`config.mk`:
```
export PLATFORM = sky130hd
export DESIGN_NAME = interp_output_sequencer
export DESIGN_NICKNAME = d
export VERILOG_FILES = /design/src/rtl/interp_pkg.sv /design/src/rtl/round_sat.sv /design/src/rtl/interp_output_sequencer.sv
export SDC_FILE = /design/constraint.sdc
export NUM_CORES = 1
export LEC_CHECK = 0
export BUFFER_PORTS_ARGS = -buffer_cell sky130_fd_sc_hd__buf_2
export CAP_MARGIN = 15
export CELL_PAD_IN_SITES_DETAIL_PLACEMENT = 2
export CELL_PAD_IN_SITES_GLOBAL_PLACEMENT = 2
export CORE_MARGIN = 4
export CORE_UTILIZATION = 27
export DETAILED_ROUTE_END_ITERATION = 6
export HOLD_SLACK_MARGIN = 0.12
export PLACE_DENSITY = 0.81
export RECOVER_POWER = 100
export SLEW_MARGIN = 10
export SYNTH_ARGS = -nofsm -noshare
export SYNTH_HDL_FRONTEND = slang
export SYNTH_SLANG_ARGS = --single-unit
```
`constraint.sdc`:
```
create_clock -name clock -period 4.1 [get_ports clock]
set_input_delay 1.23 -clock clock [delete_from_list [all_inputs] [get_ports clock]]
set_output_delay 1.23 -clock clock [all_outputs]
set_load 0.05 [all_outputs]
```
`src/rtl/interp_pkg.sv`:
```
// Shared constants and types for the interpolation output sequencer.
package interp_pkg;

    localparam int unsigned IN_W       = 40;
    localparam int unsigned OUT_W      = 8;
    localparam int unsigned FRAC_SHIFT = 6;

    typedef enum logic [1:0] {
        PH_SAMPLE = 2'd0,
        PH_A      = 2'd1,
        PH_B      = 2'd2,
        PH_C      = 2'd3
    } phase_t;

    typedef enum logic {
        IDLE = 1'b0,
        EMIT = 1'b1
    } seq_state_t;

endpackage

```
`src/rtl/round_sat.sv`:
```
// Round-half-up, arithmetic right shift and unsigned saturation of a signed kernel sum.
module round_sat #(
    parameter int unsigned IN_W       = 40,
    parameter int unsigned OUT_W      = 8,
    parameter int unsigned FRAC_SHIFT = 6
) (
    input  logic [IN_W-1:0]  x_i,
    output logic [OUT_W-1:0] y_o
);

    localparam logic signed [IN_W:0] RND   = (IN_W+1)'(1 << (FRAC_SHIFT - 1));
    localparam logic signed [IN_W:0] MAX_R = (IN_W+1)'((1 << OUT_W) - 1);

    logic signed [IN_W:0] x_ext;
    logic signed [IN_W:0] sum;
    logic signed [IN_W:0] r;

    // One guard bit keeps the rounding add from overflowing.
    always_comb begin
        x_ext = {x_i[IN_W-1], x_i};
        sum   = x_ext + RND;
        r     = sum >>> FRAC_SHIFT;
        if (r < 0) begin
            y_o = '0;
        end else if (r > MAX_R) begin
            y_o = '1;
        end else begin
            y_o = r[OUT_W-1:0];
        end
    end

endmodule

```
`src/rtl/interp_output_sequencer.sv`:
```
// Captures one window result (sample + converted A/B/C) and serializes it as four
// output beats with valid/ready flow control.
module interp_output_sequencer
    import interp_pkg::*;
(
    input  logic              clock,
    input  logic              reset,
    input  logic              in_valid,
    output logic              in_ready,
    input  logic [OUT_W-1:0]  in_sample,
    input  logic [IN_W-1:0]   in_a,
    input  logic [IN_W-1:0]   in_b,
    input  logic [IN_W-1:0]   in_c,
    output logic              out_valid,
    input  logic              out_ready,
    output logic [OUT_W-1:0]  out_data,
    output logic [1:0]        out_phase,
    output logic              out_last
);

    seq_state_t       state_q, state_d;
    phase_t           phase_q, phase_d;
    phase_t           phase_nxt;
    logic [OUT_W-1:0] a_q, a_d, b_q, b_d, c_q, c_d;
    logic [OUT_W-1:0] data_q, data_d;
    logic             valid_q, valid_d;
    logic             last_q, last_d;
    logic [OUT_W-1:0] conv_a, conv_b, conv_c;
    logic             accept;

    round_sat #(.IN_W(IN_W), .OUT_W(OUT_W), .FRAC_SHIFT(FRAC_SHIFT)) u_rs_a (.x_i(in_a), .y_o(conv_a));
    round_sat #(.IN_W(IN_W), .OUT_W(OUT_W), .FRAC_SHIFT(FRAC_SHIFT)) u_rs_b (.x_i(in_b), .y_o(conv_b));
    round_sat #(.IN_W(IN_W), .OUT_W(OUT_W), .FRAC_SHIFT(FRAC_SHIFT)) u_rs_c (.x_i(in_c), .y_o(conv_c));

    // Combinational from out_ready so a new window can follow the last beat with no bubble.
    assign in_ready = !reset && ((state_q == IDLE) || (phase_q == PH_C && out_ready));
    assign accept   = in_valid && in_ready;

    assign out_valid = valid_q;
    assign out_data  = data_q;
    assign out_phase = phase_q;
    assign out_last  = last_q;

    always_comb begin
        state_d   = state_q;
        phase_d   = phase_q;
        a_d       = a_q;
        b_d       = b_q;
        c_d       = c_q;
        data_d    = data_q;
        phase_nxt = phase_t'(2'(phase_q) + 2'd1);

        case (state_q)
            IDLE: begin
                if (accept) begin
                    state_d = EMIT;
                    phase_d = PH_SAMPLE;
                    data_d  = in_sample;
                    a_d     = conv_a;
                    b_d     = conv_b;
                    c_d     = conv_c;
                end
            end
            EMIT: begin
                if (out_ready) begin
                    if (phase_q == PH_C) begin
                        if (accept) begin
                            phase_d = PH_SAMPLE;
                            data_d  = in_sample;
                            a_d     = conv_a;
                            b_d     = conv_b;
                            c_d     = conv_c;
                        end else begin
                            state_d = IDLE;
                            phase_d = PH_SAMPLE;
                        end
                    end else begin
                        phase_d = phase_nxt;
                        case (phase_nxt)
                            PH_A:    data_d = a_q;
                            PH_B:    data_d = b_q;
                            PH_C:    data_d = c_q;
                            default: data_d = data_q;
                        endcase
                    end
                end
            end
            default: begin
                state_d = IDLE;
                phase_d = PH_SAMPLE;
            end
        endcase

        valid_d = (state_d == EMIT);
        last_d  = (state_d == EMIT) && (phase_d == PH_C);
    end

    always_ff @(posedge clock) begin
        if (reset) begin
            state_q <= IDLE;
            phase_q <= PH_SAMPLE;
            a_q     <= '0;
            b_q     <= '0;
            c_q     <= '0;
            data_q  <= '0;
            valid_q <= 1'b0;
            last_q  <= 1'b0;
        end else begin
            state_q <= state_d;
            phase_q <= phase_d;
            a_q     <= a_d;
            b_q     <= b_d;
            c_q     <= c_d;
            data_q  <= data_d;
            valid_q <= valid_d;
            last_q  <= last_d;
        end
    end

endmodule

```
**Word level (Yosys, flattened, before mapping)**

Cells that the tools add are included.

- Eq/ne operators: 8
- Multiplexer cells: 31
- $lt $le $gt $ge: 6
- Bitwise operators: 1
- Add/subtract/negate cells: 4
- Reduce and logical (&&, ||, !) cells: 8

Operator list:

| cell | number |
|---|---|
| 8-bit 2-to-1 mux | 18 |
| 40-bit by 7-bit adder with 41-bit output, second input constant | 3 |
| 35-bit by 9-bit > comparator with 1-bit output, second input constant | 3 |
| 35-bit by 1-bit less-than comparator with 1-bit output, second input constant | 3 |
| 8-bit one-hot mux with 2 select lines | 4 |
| 8-bit one-hot mux with 3 select lines | 1 |
| 2-bit equality test, second input constant | 4 |
| 2-bit 2-to-1 mux | 3 |
| 5-bit by 1-bit != test with 1-bit output, second input constant | 1 |
| 1-bit logical AND | 4 |
| 2-bit one-hot mux with 2 select lines | 1 |
| 2-bit AND reduction | 2 |
| 1-bit 2-to-1 mux | 3 |
| 2-bit by 1-bit adder with 2-bit output, second input constant | 1 |
| 2-bit by 1-bit equality test with 1-bit output, second input constant | 1 |
| 2-bit by 1-bit != test with 1-bit output, second input constant | 1 |
| 2-bit != test, second input constant | 1 |
| 1-bit one-hot mux with 2 select lines | 1 |
| 1-bit zero test | 1 |
| 1-bit logical OR | 1 |
| 1-bit inverter | 1 |

- Flip-flop bits (word level): 36
- Output and inout bits: 13
- Logic and storage cells: 65
- Input bits: 132

**Logic depth before layout (Yosys ltp)**

Gate-level depths: netlist (run 1).

- Depth after elaboration: 10
- Mapped depth: 11
- Gate-level depth less buffers: 9

**Hierarchy**

A second synthesis (run 1) with hierarchy kept.

- Cells, all modules: 642
- Area total of the unflattened synthesis: 4541.9 sq um

By module, submodules not included:

| module | area each (sq um) | sequential area each (sq um) | cells an instance | instances |
|---|---|---|---|---|
| round_sat | 955.9 | 0.0 | 145 | 3 |
| interp_output_sequencer | 1674.1 | 720.7 | 207 | 1 |

**Least setup slack after synthesis (run 1)**

Ideal clock, no wire load.

- Path type: input to register
- Start point: in in_b[25]
- End point: reg b_q[2]
- Arrival: 3.200 ns
- Buffers on the path: 0
- Required time: 3.955 ns
- Slack: 0.755 ns
- Cell stages on the path: 8
- Setup time: 0.145 ns
- Cells stage by stage: nand3_1 > nor4_1 > nand4_1 > xnor2_1 > a2111oi_0 > nand4_1 > o21ai_1 > o211ai_1

- Word-level cells in the longest chain between the ends: 8
- Elaborated cells on any way between the ends: 9
- Those cells by class: add/sub (1); order compare (2); mux (6)

RTL lines:

| what | line | RTL |
|---|---|---|
| start, declared | interp_output_sequencer.sv:12 | `input logic [IN_W-1:0] in_b,` |
| 40-bit by 7-bit adder with 41-bit output (*) | round_sat.sv:21 | `sum = x_ext + RND;` |
| 35-bit by 9-bit > comparator with 1-bit output | round_sat.sv:25 | `end else if (r > MAX_R) begin` |
| 8-bit 2-to-1 mux | round_sat.sv:25 |  |
| 8-bit 2-to-1 mux (*) | round_sat.sv:23 | `if (r < 0) begin` |
| 8-bit 2-to-1 mux (*) | interp_output_sequencer.sv:55, interp_output_sequencer.sv:67 |  |
| 8-bit 2-to-1 mux | interp_output_sequencer.sv:66 | `if (phase_q == PH_C) begin` |
| 8-bit 2-to-1 mux | interp_output_sequencer.sv:65 | `if (out_ready) begin` |
| 8-bit one-hot mux with 2 select lines (*) | interp_output_sequencer.sv:53 | `case (state_q)` |
| end signal, assigned | interp_output_sequencer.sv:103 | `b_q <= '0;` |
| end signal, assigned | interp_output_sequencer.sv:112 | `b_q <= b_d;` |
| end, declared | interp_output_sequencer.sv:24 | `logic [OUT_W-1:0] a_q, a_d, b_q, b_d, c_q, c_d;` |

Every way passes the cells marked *; elsewhere a longest branch is shown, timed or not. The select of a mux whose other input is x is not followed.
A chain may end at the register's enable or synchronous reset.

**Final worst setup path (run 1)**

- Start point: in in_a[20]
- End point: reg a_q[6]

- Word-level cells in the longest chain between the ends: 8
- Elaborated cells on any way between the ends: 9
- Those cells by class: add/sub (1); order compare (2); mux (6)

RTL lines:

| what | line | RTL |
|---|---|---|
| start, declared | interp_output_sequencer.sv:11 | `input logic [IN_W-1:0] in_a,` |
| 40-bit by 7-bit adder with 41-bit output (*) | round_sat.sv:21 |  |
| 35-bit by 9-bit > comparator with 1-bit output | round_sat.sv:25 |  |
| 8-bit 2-to-1 mux | round_sat.sv:25 |  |
| 8-bit 2-to-1 mux (*) | round_sat.sv:23 |  |
| 8-bit 2-to-1 mux (*) | interp_output_sequencer.sv:55, interp_output_sequencer.sv:67 |  |
| 8-bit 2-to-1 mux | interp_output_sequencer.sv:66 |  |
| 8-bit 2-to-1 mux | interp_output_sequencer.sv:65 |  |
| 8-bit one-hot mux with 2 select lines (*) | interp_output_sequencer.sv:53 |  |
| end signal, assigned | interp_output_sequencer.sv:102 | `a_q <= '0;` |
| end signal, assigned | interp_output_sequencer.sv:111 | `a_q <= a_d;` |
| end, declared | interp_output_sequencer.sv:24 |  |

Marks and branches as above.

==> summary.md, run 1 <==
| Metric | Value |
|---|---|
| Min-Delay Path Depth | `2` |
| Setup crit start kind | `input port` |
| Vias per std cell | `5.73` |
| Root cell of the clock tree | `clkbuf_16` |
| First-pass GRT wire length | `26300 um` |
| Count of cell types in the netlist | `66` |
| Layout Cell Area excl Fill | `4930 um2` |
| Syn Nets | `689` |
| Outcome | `completed` |
| Final setup TNS | `0 ns` |
| Syn Inst Count | `550` |
| Most used DFF post-synth | `dfxtp_1` |
| Post-synthesis sequential element count | `36` |
| CTS Hold Buffers Added | `0` |
| Worst-Skew Late Latency | `0.28 ns` |
| Xor/xnor share of the synthesized area | `8.24%` |
| Htree depth | `2` |
| Post-CTS sizing | `0` |
| Sw Share | `32.6%` |
| PortBufs | `129` |
| Max_slew headroom | `39.5%` |
| Highest clock rate | `266 MHz` |
| Final Skew | `0.00488 ns` |
| DRC Markers | `0` |
| P_sw | `approximately 0.38 mW` |
| Crit end category | `flop` |
| Adder-Cell Fraction of Synth Area | `2.23%` |
| CP required | `4.27 ns` |
| Post-detail-place hpwl | `13300 um` |
| Final Cycle Share | `91.7%` |
| Full die area | `16600 um2` |
| Max-cap violations | `0` |
| Synth Area in Compound Gates | `between 20% and 30%` |
| Multiplexer area fraction after synthesis | `1.34%` |
| All-Layer GR Usage | `18.7%` |
| P_leak | `1.84 nW` |
| Clock share of power | `37.0%` |
| Placeable Area | `14100 um2` |
| I/O pins | `roughly 150` |
| Main combinational cell family by area after synthesis | `simple AND/OR/NAND/NOR gates` |
| Maximum VDD drop | `0.000172 V` |
| R2R depth | `7` |
| Ys async rst share | `0%` |
| Post-synth top area share | `18.3%` |
| Post-Syn Area | `~3900 um2` |
| Area occupied by multi-input gates | `3090 um2` |
| Hold Vio Cnt, Final | `0` |
| Largest net degree at the start of global routing | `25` |
| Antenna cell count | `0` |
| Internal Power | `0.788 mW` |
| Via count | `4921` |
| Initial DRT Pass Iterations | `4` |
| Simple logic cell fraction of the synthesized area | `about two fifths` |
| Initial antenna violation count | `0` |
| Share of cells above drive strength 1 | `roughly 22%` |
| Most common cell after layout, fill and taps aside | `buf_2` |
| Register area share after synthesis | `18.3%` |
| FF+latch area | `between 700 and 800 um2` |
| Slew Viols, Final | `0` |
| Vias in the first global route | `5295` |
| Iter 0 DRT Violations | `241` |
| Post-DRT Antenna Nets | `0` |
| Setup CP Type | `in2reg` |
| Final setup fails | `0` |
| Grt ovf | `0` |
| Final Wtd Congestion | `0.819` |
| Reg power frac | `between 30% and 40%` |
| Deepest clock path buffer count | `2` |
| TritonCTS clock tree | `built` |
| Area after DPL | `around 4800 um2` |
| Synth area leaders | `dfxtp_1, nor2_1, nand3_1, xnor2_1, a21oi_1` |
| Hold WS | `0.487 ns` |
| EDFF count, synth | `0` |
| Final WL | `16200 um` |
| Area Growth Syn to Fin | `25.3%` |
| # rows | `43` |
| Pwr dens | `roughly 240 nW/um2` |
| CP Data Arrival Time | `3.93 ns` |
| Avg Inst Size Synth | `7.15 um2` |
| Detailed-route wire length per cell | `roughly 19 um` |
| Ys Warns | `0` |
| Biggest area consumer among synthesized cells | `dfxtp_1` |
| Die Height | `129 um` |
| Inserted Clock Buffers | `5` |
| Most frequent cells in the layout | `buf_2, nor2_1, nand2_1` |
| Slew @ Worst Pin | `0.899 ns` |
| Layout fillers | `around 1700` |
| Nets | `roughly 820` |
| Share of power burned in combinational logic | `between 20 and 30%` |
| RSZ-0062 raised after global routing | `no` |
| Crit Path Max Fanout | `8` |
| Initial core utilization | `27.9%` |
| Die width | `around 130 um` |
| Tmin final | `3.76 ns` |
| Hold WC Path Type | `reg2reg` |
| Worst-path clk slew | `0.06 ns` |
| Clk sinks | `36` |
| Post-CTS setup buffers | `0` |
==> metrics by stage <==
| step | setup slack, ns | instances | total power [mW] | utilization, % |
|---|---|---|---|---|
| after global placement | 0.337 | 851 | 0.728 | 34.0 |
| final | 0.339 | 859 | 1.17 | 35.0 |
| after CTS | 0.507 | 859 | 1.18 | 35.2 |
| after detailed placement | 0.201 | 851 | 0.747 | 34.0 |
| after global routing | 0.131 | 859 | 1.23 | 35.0 |
| after floorplan | 0.755 | 550 | 0.582 | - |
==> critical path: stages <==
cell and delay, ns:
clkbuf_1 0.26, nand3_1 0.30, nor4_2 0.66, and4_1 0.28
o22ai_1 0.08, nor4_1 0.30, and4_1 0.42, o21ai_0 0.17
a22o_1 0.22
==> synthesized netlist by cell type, types with 4 or more instances <==
cell type and n:
clkbuf_1 14, a31oi_1 20, o21ai_0 11, nand3_1 39
nand4_1 23, xnor2_1 22, a21oi_1 37, a22oi_1 10
inv_1 10, a22o_1 9, a41oi_1 6, ha_1 7
nor4_1 9, o22ai_1 13, o211ai_1 6, dfxtp_1 36
nor2_1 60, nand2b_1 9, and2_1 7, nand2_1 47
or3_1 7, nor4_2 4, nor3b_1 6, and4_1 12
a211oi_1 14, and3_1 22, a211o_1 4, nor3_1 13
xor2_1 15
==> final cells by class <==
type	instances	share of cell area [%]
well taps	180	4.57
inverters	10	0.761
multi-input cells	486	62.6
clock inverters	2	0.710
repair buffers	139	14.1
clock buffers	6	2.61
flip-flops and latches	36	14.6
==> cells by family after synthesis <==
kind of cell               after synthesis
AOI/OAI and AO/OA                      160
xor gates and xnor gates                37
adders and majority gates                7
buffers and inverters                   28
DFF                                     36
muxes                                    5
and+or+nand+nor                        277
==> registers in the layout, indices dropped and copies added, names as in the netlist <==
register   count
a_q            8
b_q            8
c_q            8
out_data       8
out_phase      2
out_last       1
out_valid      1
==> final timing paths <==
check	from	endpoint	slack (ns)
hold reg to reg	b_q[0]$_SDFFE_PP0P_	b_q[0]$_SDFFE_PP0P_	0.49
setup reg to reg	out_phase[0]$_SDFF_PP0_	out_data[1]$_SDFFE_PP0P_	1.13
hold / removal	b_q[0]$_SDFFE_PP0P_	b_q[0]$_SDFFE_PP0P_	0.49
setup / recovery	in_a[20]	a_q[6]$_SDFFE_PP0P_	0.34
==> routing by layer <==
| metal | share of wire [%] | global-route usage (%) |
|---|---|---|
| met3 | 2.9 | 1.70 |
| met4 | 1.1 | 3.15 |
| met5 | 0 | 0 |
| met2 | 52 | 34.7 |
| met1 | 44 | 23.8 |
==> power groups by stage <==
stage | Clock, mW | Combinational (mW) | Sequential, mW
5_1_grt | 0.457 | 0.374 | 0.402
4_1_cts | 0.442 | 0.344 | 0.399
2_1_floorplan | 0 | 0.151 | 0.431
6_report | 0.433 | 0.339 | 0.399
3_5_place_dp | 0 | 0.341 | 0.406
3_3_place_gp | 0 | 0.323 | 0.404
No activity file was read; power rests on OpenSTA's default activity.
==> inputs of run 2 (changes only) <==
--- a/config.mk
+++ b/config.mk
@@ -5,17 +5,18 @@
 export SDC_FILE = /design/constraint.sdc
 export NUM_CORES = 1
 export LEC_CHECK = 0
+export ABC_AREA = 1
 export BUFFER_PORTS_ARGS = -buffer_cell sky130_fd_sc_hd__buf_2
 export CAP_MARGIN = 15
 export CELL_PAD_IN_SITES_DETAIL_PLACEMENT = 2
 export CELL_PAD_IN_SITES_GLOBAL_PLACEMENT = 2
 export CORE_MARGIN = 4
-export CORE_UTILIZATION = 27
+export CORE_UTILIZATION = 26
 export DETAILED_ROUTE_END_ITERATION = 6
 export HOLD_SLACK_MARGIN = 0.12
-export PLACE_DENSITY = 0.81
+export PLACE_DENSITY = 0.82
 export RECOVER_POWER = 100
-export SLEW_MARGIN = 10
+export SLEW_MARGIN = 15
 export SYNTH_ARGS = -nofsm -noshare
 export SYNTH_HDL_FRONTEND = slang
 export SYNTH_SLANG_ARGS = --single-unit
==> run 2 against run 1 <==
Effect of this change: via count grew 36%; global-route usage fell by 0.090 points; flip-flop and latch count did not move; largest cell class unchanged; final area rose by 28%; critical path depth increased by 8; total power increased by 5.4%; non-clock buffer count decreased by 7; clock-buffer cell count decreased by 1.
==> summary.md, run 2 <==
| Metric | Value |
|---|---|
| Register area share after synthesis | `13.8% (was 18.3%)` |
| Crit path largest cell delay | `0.31 ns (was 0.66 ns)` |
| Count of cell types in the netlist | `36 (was 66)` |
| CP dominant cell by count | `nand2_1 (was and4_1)` |
| Highest clock rate | `280 MHz (was 266 MHz)` |
| Vias per std cell | `4.79 (was 5.73)` |
| Final WL | `21300 um (was 16200 um)` |
| Synth area leaders | `nand2_1, dfxtp_1, nor2_1, inv_1, xor2_1 (was dfxtp_1, nor2_1, nand3_1, xnor2_1, a21oi_1)` |
| P_leak | `2.82 nW (was 1.84 nW)` |
| Full die area | `22500 um2 (was 16600 um2)` |
| Via count | `6713 (was 4921)` |
| Initial DRT Pass Iterations | `4 (unchanged)` |
| Syn Nets | `1147 (was 689)` |
| Outcome | `completed (unchanged)` |
| Root cell of the clock tree | `clkbuf_16 (unchanged)` |
| Overall power | `1.23 mW (was 1.17 mW)` |
| All-Layer GR Usage | `18.6% (was 18.7%)` |
| Ys async rst share | `0% (unchanged)` |
| Crit end category | `flop (unchanged)` |
| HP Start | `c_q[6]$_SDFFE_PP0P_ (was b_q[0]$_SDFFE_PP0P_)` |
| Top post-synthesis cells by count | `nand2_1, nor2_1, inv_1 (was nor2_1, nand2_1, nand3_1)` |
| Final setup TNS | `0 ns (unchanged)` |
| Max_slew headroom | `36.5% (was 39.5%)` |
| Hold WS | `0.471 ns (was 0.487 ns)` |
| Iter 0 DRT Violations | `220 (was 241)` |
| Reg power frac | `30.9% (was 34.1%)` |
| Hold WC Path Type | `reg2reg (unchanged)` |
| Avg Inst Size Synth | `5.19 um2 (was 7.15 um2)` |
| Nets | `1275 (was 817)` |
| Worst-path cell chain | `buf_2 > ha_1 > inv_1 > nor2_4 > nand2_1 > nor2_4 > nand2_1 > nand2_1 > nand2_1 > inv_1 > nand3_1 > nor3_1 > nand3_1 > nand3_1 > nand2_1 > nand2_1 > a21oi_1 (was clkbuf_1 > nand3_1 > nor4_2 > and4_1 > o22ai_1 > nor4_1 > and4_1 > o21ai_0 > a22o_1)` |
| CTS Hold Buffers Added | `0 (unchanged)` |
| Max-cap violations | `0 (unchanged)` |
| Most used DFF post-synth | `dfxtp_1 (unchanged)` |
| Setup CP Type | `in2reg (unchanged)` |
| Worst-path clk slew | `0.06 ns (about the same)` |
| Internal Power | `0.789 mW (was 0.788 mW)` |
| Share of power burned in combinational logic | `33.9% (was 29.0%)` |
| Tmin final | `3.58 ns (was 3.76 ns)` |
| Post-detail-place hpwl | `18600 um (was 13300 um)` |
| Post-synthesis sequential element count | `36 (unchanged)` |
| Crit path from | `in_c[5] (was in_a[20])` |
| Post-Syn Area | `5240 um2 (was 3940 um2)` |
| Post-CTS setup buffers | `0 (unchanged)` |
| Post-DRT Antenna Nets | `0 (unchanged)` |
| Final Wtd Congestion | `0.828 (was 0.819)` |
| P_sw | `0.444 mW (was 0.382 mW)` |
| First-pass GRT wire length | `34700 um (was 26300 um)` |
| Layout fillers | `2720 (was 1722)` |
| Most common cell after layout, fill and taps aside | `nand2_1 (was buf_2)` |
| Die Height | `150 um (was 129 um)` |
| RSZ-0062 raised after global routing | `no (unchanged)` |
| Slew Viols, Final | `0 (unchanged)` |
| Non-Filler Instances | `1402 (was 859)` |
| Clk sinks | `36 (unchanged)` |
| PortBufs | `129 (unchanged)` |
| Cell family with most CP delay | `simple AND/OR/NAND/NOR gates (unchanged)` |
| Deepest clock path buffer count | `2 (unchanged)` |
| Detailed-route wire length per cell | `15.2 um (was 18.8 um)` |
| Sw Share | `36.0% (was 32.6%)` |
| Setup crit start kind | `input port (unchanged)` |
| Htree depth | `2 (unchanged)` |
| Final setup fails | `0 (unchanged)` |
| Largest net degree at the start of global routing | `36 (was 25)` |
| Worst-Skew Late Latency | `0.28 ns (about the same)` |
| Final Cycle Share | `87.2% (was 91.7%)` |
| # rows | `51 (was 43)` |
| Placed insts | `1394 (was 851)` |
| Initial antenna violation count | `0 (unchanged)` |
| Grt ovf | `0 (unchanged)` |
| Slew @ Worst Pin | `0.943 ns (was 0.899 ns)` |
| Antenna cell count | `0 (unchanged)` |
| CP max-delay cell | `nor3_1 (was nor4_2)` |
| Placeable Area | `19700 um2 (was 14100 um2)` |
| Crit path buf inv count | `3 (was 1)` |
| Die width | `150 um (was 129 um)` |
| Inserted Clock Buffers | `5 (unchanged)` |
| Initial core utilization | `26.6% (was 27.9%)` |
| Final Skew | `0.00271 ns (was 0.00488 ns)` |
| Biggest area consumer among synthesized cells | `nand2_1 (was dfxtp_1)` |
| CP Data Arrival Time | `3.72 ns (was 3.93 ns)` |
| Pwr dens | `195 nW/um2 (was 237 nW/um2)` |
| DRC Markers | `0 (unchanged)` |
| Hold Vio Cnt, Final | `0 (unchanged)` |
| Most frequent cell after synthesis | `nand2_1 (was nor2_1)` |
| CP required | `4.25 ns (was 4.27 ns)` |
| TritonCTS clock tree | `built (unchanged)` |
| Syn Inst Count | `1008 (was 550)` |
| Crit Path Max Fanout | `8 (unchanged)` |
| Reg-to-reg startpoint | `out_phase[0]$_SDFF_PP0_ (unchanged)` |
| Clock share of power | `35.2% (was 37.0%)` |
| Post-CTS sizing | `0 (unchanged)` |
| Vias in the first global route | `7219 (was 5295)` |
| Post-synth top area share | `27.2% (was 18.3%)` |
| Share of cells above drive strength 1 | `14.7% (was 21.6%)` |
| I/O pins | `145 (unchanged)` |
| Maximum VDD drop | `0.000161 V (was 0.000172 V)` |
| Area Growth Syn to Fin | `20.6% (was 25.3%)` |
| EDFF count, synth | `0 (unchanged)` |
| Ys Warns | `0 (unchanged)` |
| Most frequent cells in the layout | `nand2_1, nor2_1, buf_2 (was buf_2, nor2_1, nand2_1)` |
run 2: metal layers:
layer / track usage (%) / wire length [um]
met4: 1.74 / 85
met1: 23.0 / 9640
met2: 36.2 / 11000
met3: 1.33 / 579
met5: 0 / 0
run 2: final cells by class:
type / count / area (um2) / share of cell area [%]
inverters: 115 / 432 / 6.83
clock buffers: 5 / 125 / 1.98
well taps: 265 / 332 / 5.25
repair buffers: 132 / 649 / 10.3
clock inverters: 3 / 42.5 / 0.674
multi-input cells: 846 / 4020 / 63.6
flip-flops and latches: 36 / 721 / 11.4
run 2: final timing paths:
kind                            slack, ns  cells past startpoint                  endpoint
worst max-delay path                 0.52                     17       c_q[7]$_SDFFE_PP0P_
worst min-delay path                 0.47                      2       c_q[6]$_SDFFE_PP0P_
worst max register to register       1.20                      7  out_data[7]$_SDFFE_PP0P_
worst min register to register       0.47                      2       c_q[6]$_SDFFE_PP0P_
run 2: power groups by stage:
| stage | Combinational (mW) | Sequential [mW] | Clock (mW) |
|---|---|---|---|
| 3_5_place_dp | 0.425 | 0.388 | 0 |
| 3_3_place_gp | 0.410 | 0.386 | 0 |
| 2_1_floorplan | 0.212 | 0.420 | 0 |
| 5_1_grt | 0.472 | 0.384 | 0.458 |
| 4_1_cts | 0.429 | 0.381 | 0.444 |
| 6_report | 0.418 | 0.382 | 0.434 |
run 2: per-stage QoR:
step	util, %	worst slack (ns)	area [um2]
2_1_floorplan	-	0.324	5240
3_3_place_gp	31.5	0.496	6190
3_5_place_dp	31.5	0.380	6190
4_1_cts	32.4	0.670	6360
5_1_grt	32.1	0.276	6320
6_report	32.1	0.525	6320
run 2: worst min-delay path, stage by stage (launching register included):
cell and delay, ns:
dfxtp_1 0.31, nand2_1 0.06, a21oi_1 0.05
run 2: kinds of logic (layout without fill, tap and decap cells):
kind of cell / count (synthesis) / after routing / synth area share, %
buffers and inverters: 126 / 255 / 9.10
adders and majority gates: 7 / 7 / 1.67
and+or+nand+nor: 706 / 706 / 57.4
AOI/OAI and AO/OA: 83 / 83 / 9.70
xor gates and xnor gates: 50 / 50 / 8.36
DFF: 36 / 36 / 13.8
